<file path="src/rtl/mem_bus_ctrl.sv">
// mem_bus_ctrl: external memory bus controller.
// Serialises one core load/store request at a time onto a multiplexed pad bus:
// an address phase (ALE high), an access phase with a programmable minimum
// number of wait states plus target-driven extension via nWait, and a one-cycle
// turnaround phase that also returns the response. An access that is still
// waiting after TIMEOUT cycles is aborted and reported with RspErr.
// All pad outputs and response outputs are registered. Their next values are
// derived from the next state, so each registered output matches the state it
// belongs to.
module mem_bus_ctrl #(
  parameter int DW       = 16,  // data / pad bus width
  parameter int AW       = 16,  // address width, AW <= DW
  parameter int MIN_WAIT = 0,   // wait states always inserted in ACCESS (0..15)
  parameter int TIMEOUT  = 15   // ACCESS cycles before abort, > MIN_WAIT
) (
  input  logic          Clock,
  input  logic          nReset,
  // core request port
  input  logic          ReqValid,
  output logic          ReqReady,
  input  logic          ReqWrite,
  input  logic [AW-1:0] ReqAddr,
  input  logic [DW-1:0] ReqWData,
  // core response port
  output logic          RspValid,
  output logic [DW-1:0] RspData,
  output logic          RspErr,
  // pad bus
  output logic [DW-1:0] DataOut,
  input  logic [DW-1:0] DataIn,
  output logic          ALE,
  output logic          nME,
  output logic          nOE,
  output logic          ENB,
  input  logic          nWait
);

  // Counter only has to reach TIMEOUT-1.
  localparam int CW = (TIMEOUT > 2) ? $clog2(TIMEOUT) : 1;

  typedef enum logic [1:0] {
    S_IDLE,
    S_ADDR,
    S_ACCESS,
    S_END
  } state_e;

  state_e          state_q, state_d;
  logic [CW-1:0]   cnt_q, cnt_d;

  // Request captured on acceptance; the core may change its port afterwards.
  logic            write_q, write_d;
  logic [AW-1:0]   addr_q, addr_d;
  logic [DW-1:0]   wdata_q, wdata_d;

  // Registered pad and response outputs.
  logic            ale_q, ale_d;
  logic            nme_q, nme_d;
  logic            noe_q, noe_d;
  logic            enb_q, enb_d;
  logic [DW-1:0]   dout_q, dout_d;
  logic            rsp_valid_q, rsp_valid_d;
  logic [DW-1:0]   rsp_data_q, rsp_data_d;
  logic            rsp_err_q, rsp_err_d;

  logic            min_met;
  logic            access_done;
  logic            access_timeout;

  // Minimum wait satisfied; with no minimum the comparison is skipped entirely.
  if (MIN_WAIT == 0) begin : g_no_min_wait
    assign min_met = 1'b1;
  end else begin : g_min_wait
    assign min_met = (cnt_q >= CW'(MIN_WAIT));
  end

  // Completion takes priority over timeout when both occur in the same cycle.
  assign access_done    = min_met && nWait;
  assign access_timeout = (cnt_q == CW'(TIMEOUT - 1));

  assign ReqReady = (state_q == S_IDLE);

  // Next-state, request latch, counter and registered-output next values.
  always_comb begin
    // NOTE: every signal assigned here gets a default first, so no path leaves
    // a value unassigned and no latch is inferred.
    state_d     = state_q;
    cnt_d       = cnt_q;
    write_d     = write_q;
    addr_d      = addr_q;
    wdata_d     = wdata_q;
    ale_d       = 1'b0;
    nme_d       = 1'b1;
    noe_d       = 1'b1;
    enb_d       = 1'b0;
    dout_d      = dout_q;      // DataOut holds its last value while ENB=0
    rsp_valid_d = 1'b0;
    rsp_data_d  = rsp_data_q;  // RspData holds until the next response
    rsp_err_d   = rsp_err_q;

    case (state_q)
      S_IDLE: begin
        if (ReqValid) begin
          write_d = ReqWrite;
          addr_d  = ReqAddr;
          wdata_d = ReqWData;
          state_d = S_ADDR;
          // Address phase outputs: drive the zero-extended address.
          ale_d   = 1'b1;
          enb_d   = 1'b1;
          dout_d  = DW'(ReqAddr);
        end
      end

      S_ADDR: begin
        state_d = S_ACCESS;
        cnt_d   = '0;
        nme_d   = 1'b0;
        if (write_q) begin
          enb_d  = 1'b1;
          dout_d = wdata_q;
        end else begin
          noe_d  = 1'b0;
        end
      end

      S_ACCESS: begin
        if (access_done) begin
          state_d     = S_END;
          cnt_d       = '0;
          rsp_valid_d = 1'b1;
          rsp_data_d  = write_q ? '0 : DataIn;
          rsp_err_d   = 1'b0;
        end else if (access_timeout) begin
          state_d     = S_END;
          cnt_d       = '0;
          rsp_valid_d = 1'b1;
          rsp_data_d  = '0;
          rsp_err_d   = 1'b1;
        end else begin
          // Stay in ACCESS with the same bus drive.
          cnt_d = cnt_q + CW'(1);
          nme_d = 1'b0;
          if (write_q) begin
            enb_d  = 1'b1;
            dout_d = wdata_q;
          end else begin
            noe_d  = 1'b0;
          end
        end
      end

      S_END: begin
        // Turnaround: bus released, response already registered.
        state_d = S_IDLE;
      end

      default: begin
        state_d = S_IDLE;
      end
    endcase
  end

  // State and output registers with synchronous active-low reset.
  always_ff @(posedge Clock) begin
    // NOTE: sequential state uses non-blocking assignments so every register
    // samples the values from before this edge.
    if (!nReset) begin
      state_q     <= S_IDLE;
      cnt_q       <= '0;
      write_q     <= 1'b0;
      addr_q      <= '0;
      wdata_q     <= '0;
      ale_q       <= 1'b0;
      nme_q       <= 1'b1;
      noe_q       <= 1'b1;
      enb_q       <= 1'b0;
      dout_q      <= '0;
      rsp_valid_q <= 1'b0;
      rsp_data_q  <= '0;
      rsp_err_q   <= 1'b0;
    end else begin
      state_q     <= state_d;
      cnt_q       <= cnt_d;
      write_q     <= write_d;
      addr_q      <= addr_d;
      wdata_q     <= wdata_d;
      ale_q       <= ale_d;
      nme_q       <= nme_d;
      noe_q       <= noe_d;
      enb_q       <= enb_d;
      dout_q      <= dout_d;
      rsp_valid_q <= rsp_valid_d;
      rsp_data_q  <= rsp_data_d;
      rsp_err_q   <= rsp_err_d;
    end
  end

  assign ALE      = ale_q;
  assign nME      = nme_q;
  assign nOE      = noe_q;
  assign ENB      = enb_q;
  assign DataOut  = dout_q;
  assign RspValid = rsp_valid_q;
  assign RspData  = rsp_data_q;
  assign RspErr   = rsp_err_q;

endmodule

</file>
<file path="config.mk">
export PLATFORM = sky130hd
export DESIGN_NAME = mem_bus_ctrl
export DESIGN_NICKNAME = d
export VERILOG_FILES = /design/src/rtl/mem_bus_ctrl.sv
export SDC_FILE = /design/constraint.sdc
export NUM_CORES = 1
export LEC_CHECK = 0
export CAP_MARGIN = 30
export CORE_UTILIZATION = 47
export DETAILED_ROUTE_END_ITERATION = 12
export PLACE_DENSITY = 0.84
export SYNTH_ARGS = -nofsm -noshare
export SYNTH_HDL_FRONTEND = slang
export SYNTH_SLANG_ARGS = --single-unit
</file>
<file path="constraint.sdc">
create_clock -name Clock -period 2.7 [get_ports Clock]
set_input_delay 0.405 -clock Clock [delete_from_list [all_inputs] [get_ports Clock]]
set_output_delay 0.405 -clock Clock [all_outputs]
set_load 0.05 [all_outputs]
</file>
Word-level counts from Yosys, hierarchy flattened

Cells that the tools add are included.

Bits in registers: 61
Bits of input ports: 53
Word-level logic and storage cells: 59

Reductions and logical operators: 10
Equality and inequality tests: 8
Muxes and demuxes: 28
Add/subtract/negate cells: 1

Operators by type and width:

| kind                | count |
|---|---|
| $mux 16             | 7 |
| $pmux 16 s3         | 1 |
| $mux 1              | 10 |
| $reduce_and 2->1    | 5 |
| $mux 4              | 2 |
| $pmux 2 s4          | 1 |
| $pmux 4 s2          | 1 |
| $mux 2              | 3 |
| $ne 2x2->1 const B  | 3 |
| $add 4x1->4 const B | 1 |
| $eq 2x2->1 const B  | 2 |
| $eq 4x4->1 const B  | 1 |
| $pmux 1 s2          | 2 |
| $reduce_and 4->1    | 1 |
| $reduce_bool 2->1   | 2 |
| $ne 3x3->1 const B  | 1 |
| $pmux 1 s3          | 1 |
| $reduce_bool 3->1   | 1 |
| $eq 2x1->1 const B  | 1 |
| $logic_not 2->1     | 1 |

Longest topological paths before layout

Gate-level depths: netlist of run 1.

Depth in word-level cells: 4
Mapped depth: 9

Worst setup path before layout of run 1

OpenSTA, ideal clock, no wires.

Kind: register to register
Start point: register state_q[0]
End point: register dout_q[0] (netlist: DataOut[0])
Path buffers: 2
Slack: 0.707 ns
Cell stages (with the launch flop): 9
Data arrival time: 1.912 ns
Period minus slack after synthesis: 1.993 ns
Required time: 2.619 ns
Cell sequence: dfxtp_1 inv_1 ha_1 nor2b_2 nor3_4 and2_4 buf_6 buf_8 a211oi_2

Longest elaborated chain between the ends: 3
Elaborated cells on any way between the ends: 9
Classes of those cells: 5 x eq/ne; 1 x mux; 3 x reduce/logical

RTL lines:

| item                                                                    | RTL line | text |
|---|---|---|
| start, declared                                                         | 48       | `state_e state_q, state_d;` |
| start signal, assigned                                                  | 183      | `state_q <= state_d;` |
| $logic_not 2->1 (*)                                                     | n/a      |  |
| net ReqReady                                                            | 20       | `output logic ReqReady,` |
| $ne 2x2->1 (no source line) / $reduce_bool 3->1 (equally long branches) | n/a      |  |
| $reduce_and 4->1 (no source line)                                       | n/a      |  |
| end signal, assigned                                                    | 192      | `dout_q <= dout_d;` |
| end, declared                                                           | 61       | `logic [DW-1:0] dout_q, dout_d;` |

Mark *: on every way through the listed nets, which the timed path passes. The rest lies on a longest branch.
A chain may end at the register's enable or synchronous reset.

Worst setup path after layout of run 1

Start point: register state_q[0]
End point: output port ReqReady

Longest elaborated chain between the ends: 1

RTL lines:

| item            | RTL line | text |
|---|---|---|
| $logic_not 2->1 | 81       | `assign ReqReady = (state_q == S_IDLE);` |
| end, declared   | 20       |  |

Every way passes these cells.

==> results_dict.tcl, run 1 <==
set metrics [dict create \
    run_status "finished clean" \
    vias_in_the_first_global_route 2050 \
    pin_count_of_the_biggest_net_entering_global_routing 38 \
    critPathRequiredTime_ps 2300 \
    synth_async_sr_flop_share 0 \
    netlist.top_cell.by_area "dfxtp_1" \
    cts_sinks 61 \
    rsz0062_at_grt "no" \
    setup_viol_count_final 0 \
    syn-instance-count 248 \
    tightestPinTransition_ps 684.2 \
    area_growth_pct 43.22 \
    drv.max_cap_violation_count 0 \
    antenna_found_initial 0 \
    timing.final.max_slew_violations 0 \
    port_buffers 91 \
    timing.critical_path.to_type "primary output" \
    synthDominantCellAreaShare 0.4865 \
    residual_antenna_violating_net_count_after_detailed_routing 0 \
    antenna_cells 0 \
    grt_first_pass_wirelength_um 9280 \
    wire_per_inst_um 14.43 \
    maxClockFrequency_ghz 0.4532 \
    crit_path_max_fanout 4 \
    synth_enable_flop_cells 0 \
    worstPathArrival_ps 1800 \
    vias 2123 \
    met1_length_um 2563 \
    synthDistinctLibCells 35 \
    cts_inserted_buffers 9 \
    placed_cell_area_um2 3417 \
    top_signal_layer_used "met4" \
    hold_viol_final 0 \
    root_buffer "clkbuf_8" \
    vias_per_cell 5.178 \
    combined_area_of_the_multi_input_logic_cells_um2 1149 \
    fin_crit_ps 2207 \
    cts_tree "built" \
    deepest_level_of_the_cts_h_tree 3 \
    drtPass1Iterations 5 \
    power_leakage_nw 1.338 \
    ios 92 \
    fp-row-count 26 \
    holdCritPathClass "reg2reg" \
    initial_cell_density_of_the_core 0.4883 \
    cts.clk_slew.worst_paths_ps 60 \
    post-layout-total-power_mw 3.775 \
    post_synth_main_area_contributors "dfxtp_1 (49%), a21oi_1 (7.2%), mux2i_1 (6.4%)" \
    yosys_register_bits 61 \
    cts_setup_buffers 0 \
    detail_route.iter0.violations 61 \
    postSynth.topFlopCell "dfxtp_1" \
    final.hold.worst_slack_ps 453.2 \
    worst_ir_drop_vdd_uv 536.3 \
    min_period_over_period 0.8172 \
    tns_ps 0 \
    core_um2 5140 \
    ff_latch_area_um2 1221 \
    synthTopCellsByCount "dfxtp_1 (61), nand2_1 (39), a21oi_1 (36)" \
    chipWidth_um 75.08 \
    yosysSeqAreaShare 0.4865 \
    grt.total_usage 0.2236 \
    drive_gt1_frac 0.1059 \
    gp_congestion 0.8453 \
    post_placement_worst_setup_slack_ps 567.8 \
    met3_length_um 441 \
    fin_ws_ps 493.4 \
    finish.net_count 396 \
    syn_avg_cell_area_um2 10.12 \
    clkLatencyLatePin_ps 320 \
    critical_path.startpoint_type "flop" \
    finalClockSkew_ps 4.573 \
    die_area_um2 5636 \
    postSynthNetCount 308 \
    synthMostInstantiatedCell "dfxtp_1" \
    ys_warn_count 0 \
    route.met2.wl_um 2887 \
    cell_area_synth_um2 2510 \
    drt-total-wl_um 5915 \
    num-fill-cells 426 \
    die_height_um 75.08 \
    max-clock-path-buffers 2 \
    remaining_drc_errors 0 \
    stdcell_area_um2 3595 \
    detailed_place_hpwl_um 4153 \
    grt_residual_overflow 0 \
    cts_hold_repair.buffers 0 \
    relSlewSlack 0.5427 \
    post_cts_resize_count 0 \
    power.density_nw_per_um2 1050 \
    crit_type "reg2out" \
]
## critical path, stage by stage (launching register included)
cell and delay (ps):
dfxtp_1 330, inv_1 120, ha_1 220, clkdlybuf4s50_1 810
## state kept, by name (all words and copies together) (netlist names)
name	count
wdata_q	16
RspErr	1
ENB	1
nOE	1
ALE	1
cnt_q	4
nME	1
state_q	2
RspValid	1
RspData	16
write_q	1
DataOut	16
## final timing paths
path         startpoint         end  slack [ps]  cells past startpoint
max          state_q[0]    ReqReady         490                      3
min          wdata_q[9]  wdata_q[9]         450                      2
max reg2reg    cnt_q[0]  DataOut[7]         760                      6
min reg2reg  wdata_q[9]  wdata_q[9]         450                      2
## layer usage
layer / vias to the layer above / global-route usage
met5: - / 0
met4: 0 / 0.07128
met3: 2 / 0.08835
met2: 80 / 0.4004
met1: 978 / 0.2413
li1: 1063 / -
## layout make-up
cell class	instances	share of cell area
Inverter	5	0.005221
Sequential cell	61	0.3397
Timing Repair Buffer	95	0.2617
Multi-Input combinational cell	164	0.3195
Clock buffer	14	0.04803
Tap cell	70	0.02436
Clock inverter	1	0.001392
## report_power, final
group	internal [mW]	total, mW	switching (mW)	leakage (nW)
combinational	0.723	1.87	1.14	0.746
clock	0.403	0.722	0.319	0.0926
sequential	1.08	1.19	0.103	0.499
total	2.21	3.77	1.57	1.34
## cell usage in the layout, fill, tap and decap left out
cell type	n
o311a_1	1
nor2b_2	1
a31oi_1	1
o31ai_1	1
a41oi_1	1
nand2_1	39
nand3_1	3
nor3b_4	1
nand2b_1	3
nand3b_1	2
and2_4	2
nor2b_4	1
clkbuf_8	12
inv_1	5
clkbuf_1	2
o21ai_4	1
a311oi_1	1
clkinv_2	1
a22o_1	16
buf_4	4
clkdlybuf4s50_1	91
mux2i_1	16
and2_1	1
a21oi_1	36
ha_1	7
and3_4	1
a211oi_2	10
o21ai_0	5
o211ai_1	1
nor3_2	1
a211oi_1	7
dfxtp_1	61
nor3_4	1
nor2_1	4
## logic make-up (layout without fill, tap and decap cells)
kind of cell / Yosys count / in the layout / share of synthesized area
adder cells (fa/ha/maj): 7 / 7 / 0.03489
multiplexers: 16 / 16 / 0.06381
AND/OR/NAND/NOR: 60 / 60 / 0.1246
AO/OA/AOI/OAI: 81 / 81 / 0.2343
flip-flops: 61 / 61 / 0.4865
buffers and inverters: 23 / 115 / 0.05583
## through the flow
step,utilization,instances
after floorplan,-,248
after global placement,0.6648,395
after detailed placement,0.6648,395
after CTS,0.6994,410
after global routing,0.6994,410
final,0.6994,410
Note: power is estimated with default switching activity, not from simulation.
==> inputs of run 2 (changes only) <==
- CORE_UTILIZATION: 47 -> 44
- PLACE_DENSITY: 0.84 -> 0.79
- clock period: 2.7 -> 2.1 ns (I/O delays scaled with it)
==> results_dict.tcl, run 2 (synthesis gave the netlist of run 1 again) <==
set metrics [dict create \
    run_status "finished clean" \
    drive_gt1_frac 0.1163 \
    vias_per_cell 5.243 \
    drtPass1Iterations 5 \
    cpMaxStageDelayCell "clkdlybuf4s50_1" \
    holdCritPathClass "reg2reg" \
    post-route-util 0.6623 \
    gp_congestion 0.8123 \
    wire_per_inst_um 14.95 \
    grt_residual_overflow 0 \
    cts_sinks 61 \
    final_cell_mix "clkdlybuf4s50_1 (90), dfxtp_1 (61), nand2_1 (39)" \
    critical_path.startpoint_type "flop" \
    tns_ps 0 \
    path_cells "clkdlybuf4s50_1" \
    path_buf_inv 1 \
    clkLatencyLatePin_ps 330 \
    area_growth_pct 45.31 \
    post-layout-total-power_mw 5.090 \
    cts_hold_repair.buffers 0 \
    vias 2181 \
    maxClockFrequency_ghz 0.5484 \
    instances_no_fill 416 \
    port_buffers 91 \
    pin_count_of_the_biggest_net_entering_global_routing 40 \
    vias_in_the_first_global_route 2148 \
    ios 92 \
    post_placement_worst_setup_slack_ps 321.4 \
    grt_first_pass_wirelength_um 10120 \
    detail_route.iter0.violations 109 \
    cts.clk_slew.worst_paths_ps 70 \
    post_cts_resize_count 0 \
    timing.critical_path.to_type "primary output" \
    worstPathArrival_ps 1510 \
    drt-total-wl_um 6219 \
    mostFrequentLayoutCell "clkdlybuf4s50_1" \
    detailed_place_hpwl_um 4196 \
    initial_cell_density_of_the_core 0.4558 \
    setup_viol_count_final 0 \
    fp-row-count 27 \
    timing.final.max_slew_violations 0 \
    residual_antenna_violating_net_count_after_detailed_routing 0 \
    chipWidth_um 77.53 \
    min_period_over_period 0.8682 \
    tightestPinTransition_ps 537.9 \
    relSlewSlack 0.6402 \
    final.hold.worst_slack_ps 456.3 \
    hold_viol_final 0 \
    critical-path-top-delay-family "buffers and inverters" \
    cts_tree "built" \
    critPathRequiredTime_ps 1780 \
    cts_setup_buffers 0 \
    die_height_um 77.53 \
    cp_slowest_stage_delay_ps 840 \
    remaining_drc_errors 0 \
    finish.net_count 399 \
    crit_path_max_fanout 2 \
    num-fill-cells 468 \
    fin_crit_ps 1823 \
    placedCellCount 400 \
    deepest_level_of_the_cts_h_tree 3 \
    crit_type "reg2out" \
    core_um2 5507 \
    placed_cell_area_um2 3440 \
    root_buffer "clkbuf_8" \
    rsz0062_at_grt "no" \
    stdcell_area_um2 3647 \
    finalClockSkew_ps 6.702 \
    max-clock-path-buffers 2 \
    power_leakage_nw 1.361 \
    die_area_um2 6010 \
    power.density_nw_per_um2 1396 \
    cts_inserted_buffers 9 \
    drv.max_cap_violation_count 0 \
    antenna_found_initial 0 \
    antenna_cells 0 \
    worst_ir_drop_vdd_uv 723.4 \
    fin_ws_ps 276.7 \
    grt.total_usage 0.2179 \
]
[run 2: cell count changes in the layout (fill, tap and decap cells not counted), sizes merged]
| cell | delta |
|---|---|
| buf | +4 |
| bufinv | +2 |
| clkbuf | -2 |
| clkdlybuf4s50 | -1 |
| clkinvlp | +1 |
[run 2: layout make-up]
class | instances | area, µm² | area share
Sequential cell | 61 | 1221 | 0.3348
Multi-Input combinational cell | 164 | 1149 | 0.3149
Timing Repair Buffer | 98 | 960.9 | 0.2635
Clock buffer | 12 | 135.1 | 0.03705
Tap cell | 72 | 90.09 | 0.02470
Clock inverter | 4 | 72.57 | 0.01990
Inverter | 5 | 18.77 | 0.005146
[run 2: path summary, 6_finish.rpt]
check	from	end	slack, ps	cells after the start
max	DataOut[6]	DataOut[6]	280	1
min	wdata_q[0]	wdata_q[0]	460	2
max reg2reg	state_q[1]	DataOut[12]	280	7
min reg2reg	wdata_q[0]	wdata_q[0]	460	2
[run 2: where the power goes]
| part | internal [mW] | switching [mW] | total [mW] |
|---|---|---|---|
| Combinational | 0.948 | 1.51 | 2.46 |
| Sequential | 1.39 | 0.133 | 1.52 |
| Clock | 0.668 | 0.436 | 1.10 |
| Total | 3.01 | 2.08 | 5.09 |
[run 2: metal layers]
layer	vias up	share of wire	track usage
met4	0	0.011	0.06981
li1	1065	-	-
met5	-	0	0
met3	7	0.061	0.08000
met2	76	0.48	0.3655
met1	1033	0.45	0.2566
[run 2: worst register-to-register path, cell delays in order, from the launching register on]
cell and delay [ps]:
dfxtp_1 390, inv_1 100, ha_1 230, nor2b_2 200, nor3_4 210, buf_4 250, a21oi_1 100, a211oi_1 240
